`src/rtl/obi_stall_pkg.sv`:
```
// obi_stall_pkg: shared types and constants for the OBI stall scheduler.
//   stall_mode_e  - stall source selection (off / fixed / random / reserved)
//   state_e       - grant FSM states
//   LFSR_TAPS     - Galois feedback polynomial of the random source
//   lfsr_next()   - one Galois LFSR step
package obi_stall_pkg;

    localparam int          DELAY_WL_DEFAULT = 4;
    localparam logic [15:0] LFSR_TAPS        = 16'hB400;

    typedef enum logic [1:0] {
        OFF    = 2'd0,
        FIXED  = 2'd1,
        RANDOM = 2'd2,
        RSVD   = 2'd3
    } stall_mode_e;

    typedef enum logic [1:0] {
        IDLE  = 2'd0,
        STALL = 2'd1,
        GRANT = 2'd2
    } state_e;

    function automatic logic [15:0] lfsr_next(input logic [15:0] s);
        return (s >> 1) ^ (s[0] ? LFSR_TAPS : 16'h0000);
    endfunction

endpackage

```
`src/rtl/obi_stall_lfsr.sv`:
```
// obi_stall_lfsr: 16-bit Galois LFSR used as the stall random source.
// Ports:
//   clk_i   - clock
//   rst_ni  - synchronous active-low reset, loads SEED
//   en_i    - advance one step this cycle
//   lfsr_o  - current LFSR value
module obi_stall_lfsr
    import obi_stall_pkg::*;
#(
    parameter logic [15:0] SEED = 16'hACE1
) (
    input  logic        clk_i,
    input  logic        rst_ni,
    input  logic        en_i,
    output logic [15:0] lfsr_o
);

    always_ff @(posedge clk_i) begin
        if (!rst_ni) begin
            lfsr_o <= SEED;
        end else if (en_i) begin
            lfsr_o <= lfsr_next(lfsr_o);
        end
    end

endmodule

```
`src/rtl/obi_stall_ctrl.sv`:
```
// obi_stall_ctrl: grant / response stall scheduler for the testbench OBI slave.
// Optional build macro: OBI_STALL_CTRL_STATS_EN enables the grant and
// stall-cycle statistics counters; otherwise those outputs are tied to 0.
// Ports:
//   clk_i, rst_ni      - clock, synchronous active-low reset
//   req_i, we_i        - OBI request / write enable from the master
//   gnt_o              - OBI grant (also pushes the response FIFO)
//   rvalid_i           - response retired by the FIFO
//   en_stall_i         - global stall enable
//   stall_mode_i       - 0 off, 1 fixed, 2 random, 3 reserved (off)
//   max_stall_i        - clamp for random stalls
//   gnt_stall_i        - fixed grant stall
//   valid_stall_i      - fixed valid stall
//   valid_stall_o      - valid stall of the granted transaction (when gnt_o)
//   outstanding_o      - granted-but-not-retired transaction count
//   err_o              - sticky protocol error
//   stat_gnt_cnt_o     - grant count
//   stat_stall_cyc_o   - cycles with req_i high and no grant
module obi_stall_ctrl
    import obi_stall_pkg::*;
#(
    parameter int          MAX_OUTSTANDING = 8,
    parameter int          DELAY_WL        = DELAY_WL_DEFAULT,
    parameter logic [15:0] LFSR_SEED       = 16'hACE1,
    localparam int         CNT_W           = $clog2(MAX_OUTSTANDING) + 1
) (
    input  logic                clk_i,
    input  logic                rst_ni,
    input  logic                req_i,
    input  logic                we_i,
    output logic                gnt_o,
    input  logic                rvalid_i,
    input  logic                en_stall_i,
    input  logic [1:0]          stall_mode_i,
    input  logic [DELAY_WL-1:0] max_stall_i,
    input  logic [DELAY_WL-1:0] gnt_stall_i,
    input  logic [DELAY_WL-1:0] valid_stall_i,
    output logic [DELAY_WL-1:0] valid_stall_o,
    output logic [CNT_W-1:0]    outstanding_o,
    output logic                err_o,
    output logic [31:0]         stat_gnt_cnt_o,
    output logic [31:0]         stat_stall_cyc_o
);

    state_e              state_q, state_d;
    logic [DELAY_WL-1:0] cnt_q, cnt_d;
    logic [CNT_W-1:0]    outst_q;
    logic                err_q, err_set;
    logic [15:0]         lfsr;
    logic [DELAY_WL-1:0] gd, vd, lfsr_g, lfsr_v;
    logic                full, gnt, lfsr_en;

    // Advance on every IDLE cycle that sees a request and on every grant;
    // a zero-latency grant is both, but still a single step.
    assign lfsr_en = (state_q == IDLE && req_i) || gnt_o;

    obi_stall_lfsr #(.SEED(LFSR_SEED)) u_lfsr (
        .clk_i  (clk_i),
        .rst_ni (rst_ni),
        .en_i   (lfsr_en),
        .lfsr_o (lfsr)
    );

    assign lfsr_g = lfsr[DELAY_WL-1:0];
    assign lfsr_v = lfsr[2*DELAY_WL-1:DELAY_WL];

    always_comb begin
        gd = '0;
        vd = '0;
        if (en_stall_i) begin
            case (stall_mode_e'(stall_mode_i))
                FIXED: begin
                    gd = gnt_stall_i;
                    vd = valid_stall_i;
                end
                RANDOM: begin
                    gd = (lfsr_g < max_stall_i) ? lfsr_g : max_stall_i;
                    vd = (lfsr_v < max_stall_i) ? lfsr_v : max_stall_i;
                end
                default: ;
            endcase
        end
    end

    assign full = (outst_q == CNT_W'(MAX_OUTSTANDING));

    // cnt holds the number of STALL cycles still to spend before GRANT, so
    // a grant stall of gd puts gnt_o exactly gd cycles after the request
    // (gd = 1 skips STALL entirely).
    always_comb begin
        state_d = state_q;
        cnt_d   = cnt_q;
        gnt     = 1'b0;
        err_set = 1'b0;
        case (state_q)
            IDLE: begin
                if (req_i) begin
                    if (gd == '0) begin
                        gnt = !full;
                    end else begin
                        cnt_d   = gd - 1'b1;
                        state_d = (gd == DELAY_WL'(1)) ? GRANT : STALL;
                    end
                end
            end
            STALL: begin
                if (!req_i) begin
                    state_d = IDLE;
                    err_set = 1'b1;
                end else begin
                    cnt_d = cnt_q - 1'b1;
                    if (cnt_q == DELAY_WL'(1)) state_d = GRANT;
                end
            end
            GRANT: begin
                if (!req_i) begin
                    state_d = IDLE;
                    err_set = 1'b1;
                end else if (!full) begin
                    gnt     = 1'b1;
                    state_d = IDLE;
                end
            end
            default: state_d = IDLE;
        endcase
        if (rvalid_i && outst_q == '0) err_set = 1'b1;
    end

    // Grant is combinational from req_i; mask it while reset is asserted.
    assign gnt_o         = gnt & rst_ni;
    assign valid_stall_o = gnt_o ? vd : '0;
    assign outstanding_o = outst_q;
    assign err_o         = err_q;

    always_ff @(posedge clk_i) begin
        if (!rst_ni) begin
            state_q <= IDLE;
            cnt_q   <= '0;
            outst_q <= '0;
            err_q   <= 1'b0;
        end else begin
            state_q <= state_d;
            cnt_q   <= cnt_d;
            err_q   <= err_q | err_set;
            // No grant can happen while full, so +1 never overflows.
            case ({gnt_o, rvalid_i})
                2'b10:   outst_q <= outst_q + 1'b1;
                2'b01:   if (outst_q != '0) outst_q <= outst_q - 1'b1;
                default: ;
            endcase
        end
    end

`ifdef OBI_STALL_CTRL_STATS_EN
    logic [31:0] stat_gnt_q, stat_stall_q;

    always_ff @(posedge clk_i) begin
        if (!rst_ni) begin
            stat_gnt_q   <= '0;
            stat_stall_q <= '0;
        end else begin
            if (gnt_o)          stat_gnt_q   <= stat_gnt_q + 1'b1;
            if (req_i && !gnt_o) stat_stall_q <= stat_stall_q + 1'b1;
        end
    end

    assign stat_gnt_cnt_o   = stat_gnt_q;
    assign stat_stall_cyc_o = stat_stall_q;
`else
    assign stat_gnt_cnt_o   = '0;
    assign stat_stall_cyc_o = '0;
`endif

    // we_i only matters to the surrounding memory model; upper LFSR bits are
    // not used for the default stall width.
    logic unused_sink;
    assign unused_sink = ^{we_i, lfsr};

endmodule

```
`config.mk`:
```
export PLATFORM = sky130hd
export DESIGN_NAME = obi_stall_ctrl
export DESIGN_NICKNAME = d
export VERILOG_FILES = /design/src/rtl/obi_stall_pkg.sv /design/src/rtl/obi_stall_lfsr.sv /design/src/rtl/obi_stall_ctrl.sv
export SDC_FILE = /design/constraint.sdc
export NUM_CORES = 1
export LEC_CHECK = 0
export CORE_ASPECT_RATIO = 1.75
export CORE_MARGIN = 4
export CORE_UTILIZATION = 25
export DETAILED_ROUTE_END_ITERATION = 12
export SLEW_MARGIN = 25
export SYNTH_ARGS = -nofsm -noshare
export SYNTH_HDL_FRONTEND = slang
export SYNTH_SLANG_ARGS = --single-unit
```
`constraint.sdc`:
```
create_clock -name clk_i -period 4.2 [get_ports clk_i]
set_input_delay 0.84 -clock clk_i [delete_from_list [all_inputs] [get_ports clk_i]]
set_output_delay 0.84 -clock clk_i [all_outputs]
set_load 0.05 [all_outputs]
```
# Yosys cells after proc, flatten, opt, wreduce, memory -nomap -nowiden
# Index checks and enable logic that the tools add are counted.
dict set report totals {
  regBits 27
  input_bits 20
  output_inout_bits 74
  elab_cells 73
}
dict set report op_classes {
  addsub 4
  n_lt_le_gt_ge 2
  n_eq_ne 15
  muxes 30
  bitwise_logic 3
  n_reduce_logical 14
}
# op count
set op_table {}
lappend op_table {{$mux W4} 9}
lappend op_table {{$pmux W4 S2} 4}
lappend op_table {{$mux W16} 1}
lappend op_table {{$xor A15 B16 Y16} 1}
lappend op_table {{$mux W2} 7}
lappend op_table {{$sub A4 B1 Y4 const B} 3}
lappend op_table {{$eq A4 B1 Y1 const B} 2}
lappend op_table {{$logic_not A4 Y1} 2}
lappend op_table {{$lt A4 B4 Y1} 2}
lappend op_table {{$ne A2 B2 Y1 const B} 4}
lappend op_table {{$reduce_and A4 Y1} 2}
lappend op_table {{$mux W1} 7}
lappend op_table {{$eq A2 B1 Y1 const B} 3}
lappend op_table {{$eq A2 B2 Y1 const B} 3}
lappend op_table {{$ne A3 B3 Y1 const B} 2}
lappend op_table {{$pmux W2 S3} 1}
lappend op_table {{$add A4 B1 Y4 const B} 1}
lappend op_table {{$eq A4 B4 Y1 const B} 1}
lappend op_table {{$reduce_bool A2 Y1} 2}
lappend op_table {{$reduce_bool A4 Y1} 1}
lappend op_table {{$logic_and A1 B1 Y1} 2}
lappend op_table {{$logic_not A2 Y1} 1}
lappend op_table {{$pmux W1 S2} 1}
lappend op_table {{$reduce_and A2 Y1} 1}
lappend op_table {{5 further kinds} 5}

# Depth between registers and ports, before layout
dict set report depth {
  depth_word 12
  mapped_depth 20
  depth_no_buf 19
}

# Hierarchy
# Synthesis repeated with hierarchy kept, for this count alone.
dict set report hier_totals {
  hier_cells 287
  area_unflattened_um2 2448.6
}
# mod instances cells_each area_per_inst_um2 seq_area_each_um2
set by_module_without_submodules {}
lappend by_module_without_submodules {obi_stall_ctrl 1 231 1816.7 220.2}
lappend by_module_without_submodules {obi_stall_lfsr 1 56 631.9 320.3}

# Worst setup path after synthesis
# Ideal clock, no wire load.
dict set report synth_timing {
  path_type {input to output}
  startpoint {input port max_stall_i[3]}
  endpoint {output port valid_stall_o[0]}
  arrival_ns 4.555
  required_ns 3.360
  setup_slack_ns -1.195
  stages 14
  path_buffers 0
  path_cell_list {inv_1 -> ha_1 -> o211ai_2 -> and4_2 -> or3_1 -> and2_1 -> inv_1 -> ha_1 -> nand2_1 -> a211oi_4 -> a211oi_4 -> nor2_1 -> nand2_1 -> nor2_1}
}
dict set report synth_via {
  elab_chain_len 10
  elab_cells_between_ends 14
  cone_classes {order compare (2); mux (10); bitwise (1); reduce/logical (1)}
}
# item line
set synth_rtl {}
lappend synth_rtl {{from (decl)} obi_stall_ctrl.sv:35} ;# input logic [DELAY_WL-1:0] max_stall_i,
lappend synth_rtl {{$lt A4 B4 Y1} obi_stall_ctrl.sv:77} ;# gd = (lfsr_g < max_stall_i) ? lfsr_g : max_stall_i;
lappend synth_rtl {{$mux W4 *} obi_stall_ctrl.sv:77}
lappend synth_rtl {{$pmux W4 S2 *} obi_stall_ctrl.sv:71} ;# case (stall_mode_e'(stall_mode_i))
lappend synth_rtl {{$mux W4 *} obi_stall_ctrl.sv:70} ;# if (en_stall_i) begin
lappend synth_rtl {{$logic_not A4 Y1 *} obi_stall_ctrl.sv:98} ;# if (gd == '0) begin
lappend synth_rtl {{$mux W1 *} obi_stall_ctrl.sv:98}
lappend synth_rtl {{$mux W1 *} obi_stall_ctrl.sv:97} ;# if (req_i) begin
lappend synth_rtl {{$pmux W1 S2 *} obi_stall_ctrl.sv:95} ;# case (state_q)
lappend synth_rtl {{$and A1 B1 Y1 *} obi_stall_ctrl.sv:130} ;# assign gnt_o = gnt & rst_ni;
lappend synth_rtl {{named net gnt_o} obi_stall_ctrl.sv:31} ;# output logic gnt_o,
lappend synth_rtl {{$mux W4 *} obi_stall_ctrl.sv:131} ;# assign valid_stall_o = gnt_o ? vd : '0;
lappend synth_rtl {{to (decl)} obi_stall_ctrl.sv:38} ;# output logic [DELAY_WL-1:0] valid_stall_o,
# Mark *: on every way through the listed nets, which the timed path passes. The rest lies on a longest branch.

# Worst setup path after layout
dict set report layout_timing {
  startpoint {input port max_stall_i[3]}
  endpoint {output port valid_stall_o[0]}
}
dict set report layout_via {
  elab_chain_len 10
  elab_cells_between_ends 14
  cone_classes {order compare (2); mux (10); bitwise (1); reduce/logical (1)}
}
# item line
set layout_rtl {}
lappend layout_rtl {{$lt A4 B4 Y1} obi_stall_ctrl.sv:77}
lappend layout_rtl {{$mux W4} obi_stall_ctrl.sv:77}
lappend layout_rtl {{$pmux W4 S2} obi_stall_ctrl.sv:71}
lappend layout_rtl {{$mux W4} obi_stall_ctrl.sv:70}
lappend layout_rtl {{$logic_not A4 Y1} obi_stall_ctrl.sv:98}
lappend layout_rtl {{$mux W1} obi_stall_ctrl.sv:98}
lappend layout_rtl {{$mux W1} obi_stall_ctrl.sv:97}
lappend layout_rtl {{$pmux W1 S2} obi_stall_ctrl.sv:95}
lappend layout_rtl {{$and A1 B1 Y1} obi_stall_ctrl.sv:130}
lappend layout_rtl {{$mux W4 *} obi_stall_ctrl.sv:131}
# Mark *: on every way between the ends. The rest lies on a longest branch, timed or not.

==> flow_summary.ini <==
[hold_path]
hp-class = reg -> reg

[synth]
synth_edf_count = 0
synth_area_leader_cell = dfxtp_1
yosysUniqueCellTypes = 52
async_flop_share = 0
netlist_instances = 287
synth_area_leaders = dfxtp_1, buf_4, ha_1
synth_seq_cells = 27
avgSynthCellArea_um2 = 8.46
synth_top_area_frac = 0.223
synth-seq-area-share = 0.223
yosys_warnings = 0
synth_top_flop_cell = dfxtp_1
synth_commonest_cells = buf_4, dfxtp_1, nand2_1, mux2i_1, nor2_1
syn_area_um2 = 2430
post-synth-top-count-cell = buf_4

[final_layout]
drive_gt1_frac = 0.253
layout.nets = 380
finalInstanceArea_um2 = 3130
final_cells = 462
area_growth_syn_to_layout_pct = 28.8
regArea_um2 = 541
nFillCells = 964
diodes = 0
multi_input_comb_area_um2 = 1700

[cts]
clock_sink_count = 27
numCtsBuffers = 3
clk_pin_slew_ns = 0.07
htreeDepth = 1
cts_root_buf = clkbuf_16
clock_latency_ns = 0.26
ctsLongestPathBuffers = 2
cts_tree = done

[routing]
drc = 0
drtAntennaViolNets = 0
drtIter0Drc = 44
dr.pass1.iters = 4
vias = 1969
drt-total-wl_um = 5530
wl_per_cell_um = 12.0
vias_per_cell = 4.26

[sta]
fmax_mhz = 242
period_share = 0.986
final-hold-violation-count = 0
period_needed_ns = 4.14
finalSetupViolCount = 0
slew_viol_final = 0
slew_headroom = 0.626
skew_ns = 0.00473
worst_pin_slew_ns = 0.557
grt_setup_unrepaired = yes

[setup_path]
path_max_fanout = 4
crit_path_start_kind = input port
criticalPathCategory = in -> out
critPathArrivalTime_ns = 3.30
cp-end-kind = output pin
required_ns = 3.36

[power]
intPower_mw = 0.752
seqPwrFrac = 0.277
combPwrFrac = 0.560
peakVddDrop_mv = 0.181
p_leak_nw = 1.37
sw_frac_of_total = 0.446
powerDensity_nw_per_um2 = 434
p_switching_mw = 0.605
p_clk_frac = 0.163

[grt]
grt_max_degree = 18
grt_pass1_vias = 1935
antenna_found_initial = 0
grt_pass1_wl_um = 8750
grt_overflow = 0
grtUsageTotal = 0.0973

[placement]
io_buffers = 28
dpl_cell_area_um2 = 2950
dp_cells = 451
hpwl_um = 4620
gp_congestion = 0.794

[floorplan]
initial_core_util = 0.257
die_h_um = 138
core_um2 = 9470
fp-row-count = 47
die_area_um2 = 11400
ios = 94
die_w_um = 82.5

[status]
status = complete, no violations

[run]
maxCapViolCount = 0
area by class of cell:
class,count,area share
multi-input combinational,234,0.544
timing repair buffer,60,0.188
sequential,27,0.173
tap,122,0.0488
clock buffer,3,0.0240
inverter,15,0.0204
clock inverter,1,0.00240
logic make-up after synthesis:
| logic type | after synthesis | synth area share |
|---|---|---|
| AND/OR/NAND/NOR | 71 | 0.147 |
| flip-flops | 27 | 0.223 |
| XOR/XNOR | 6 | 0.0216 |
| buffers and inverters | 89 | 0.246 |
| other | 1 | 0.00154 |
| multiplexers | 23 | 0.0963 |
| AO/OA/AOI/OAI | 51 | 0.164 |
| adder cells (fa/ha/maj) | 19 | 0.101 |
stage by stage:
stage                     power [mW]  hold WS (ns)  setup TNS (ns)  setup slack, ns   util
final                           1.36         0.486               0           0.0604  0.330
after global routing            1.45         0.517          -0.126          -0.0554  0.330
after CTS                       1.36         0.490          -0.114          -0.0445  0.326
after detailed placement        1.12         0.470           -3.01           -0.660  0.311
after global placement          1.10         0.453           -2.71           -0.588  0.311
after floorplan                0.982         0.441               0          0.00438      -
registers in the layout, summed over array words and instances, names as in the netlist:
register	flops
cnt_q	4
err_o	1
outstanding_o	4
state_q	2
u_lfsr.lfsr_o	16
routing by layer:
layer  track usage  share of wire  vias up
met2         0.199           0.57       80
met3        0.0143          0.074       15
li1              -              -      959
met4        0.0422          0.030        0
met5             0              0        -
met1        0.0856           0.32      915
cells in the final DEF, fill, tap and decap left out, types with 3 or more instances in the layout:
cell             Yosys  final
nor2b_1              4      4
inv_1               14      8
nand2_1             27     25
a21o_1               4      4
mux2_2               3      3
nor2_4               0      5
nor3_1               5      5
inv_4                0      3
o21ai_0              7      6
buf_4               65     30
clkdlybuf4s50_1      0     17
a22oi_1              4      4
conb_1               1     64
ha_4                 0      6
nor2_1              19     13
a31oi_1              3      3
buf_6                2      3
ha_1                18     11
dfxtp_1             27     27
a21oi_1              8      7
mux2i_1             20     20
clkbuf_16            0      3
xor2_1               4      4
buf_12               0      6
inv_2                0      3
timing repair:
item / in CTS / in global routing
resized for setup: 30 / 4
endpoints found under the setup margin: 6 / 6
hold buffers: 0 / 0
pin swaps: 12 / 14
setup buffers: 3 / 4
worst paths after layout:
kind	from	end	slack [ns]	depth (start not counted)
setup / recovery	max_stall_i[3]	valid_stall_o[0]	0.06	17
hold / removal	u_lfsr.lfsr_o[8]$_SDFFE_PN0P_	u_lfsr.lfsr_o[7]$_SDFFE_PN1P_	0.49	2
setup reg to reg	u_lfsr.lfsr_o[3]$_SDFFE_PN0P_	outstanding_o[3]$_SDFFE_PN0P_	0.38	18
hold reg to reg	u_lfsr.lfsr_o[8]$_SDFFE_PN0P_	u_lfsr.lfsr_o[7]$_SDFFE_PN1P_	0.49	2
power groups by stage:
stage / combinational [mW] / sequential, mW / clock [mW]
finish: 0.759 / 0.376 / 0.222
global route: 0.824 / 0.387 / 0.238
CTS: 0.758 / 0.377 / 0.229
detailed placement: 0.732 / 0.384 / 0
global placement: 0.716 / 0.380 / 0
floorplan: 0.573 / 0.410 / 0
critical path: stages:
cell and delay [ns]:
buf_8 0.08, inv_4 0.03, ha_4 0.28, o211ai_4 0.08
and4_4 0.17, or3_4 0.38, and2_4 0.16, inv_4 0.06
ha_4 0.14, nand2_4 0.06, a211oi_4 0.23, a211oi_4 0.12
buf_6 0.14, nor2_4 0.13, nand2_4 0.12, nor2_4 0.14
buf_12 0.14
Power figures use the tool's default switching activity.
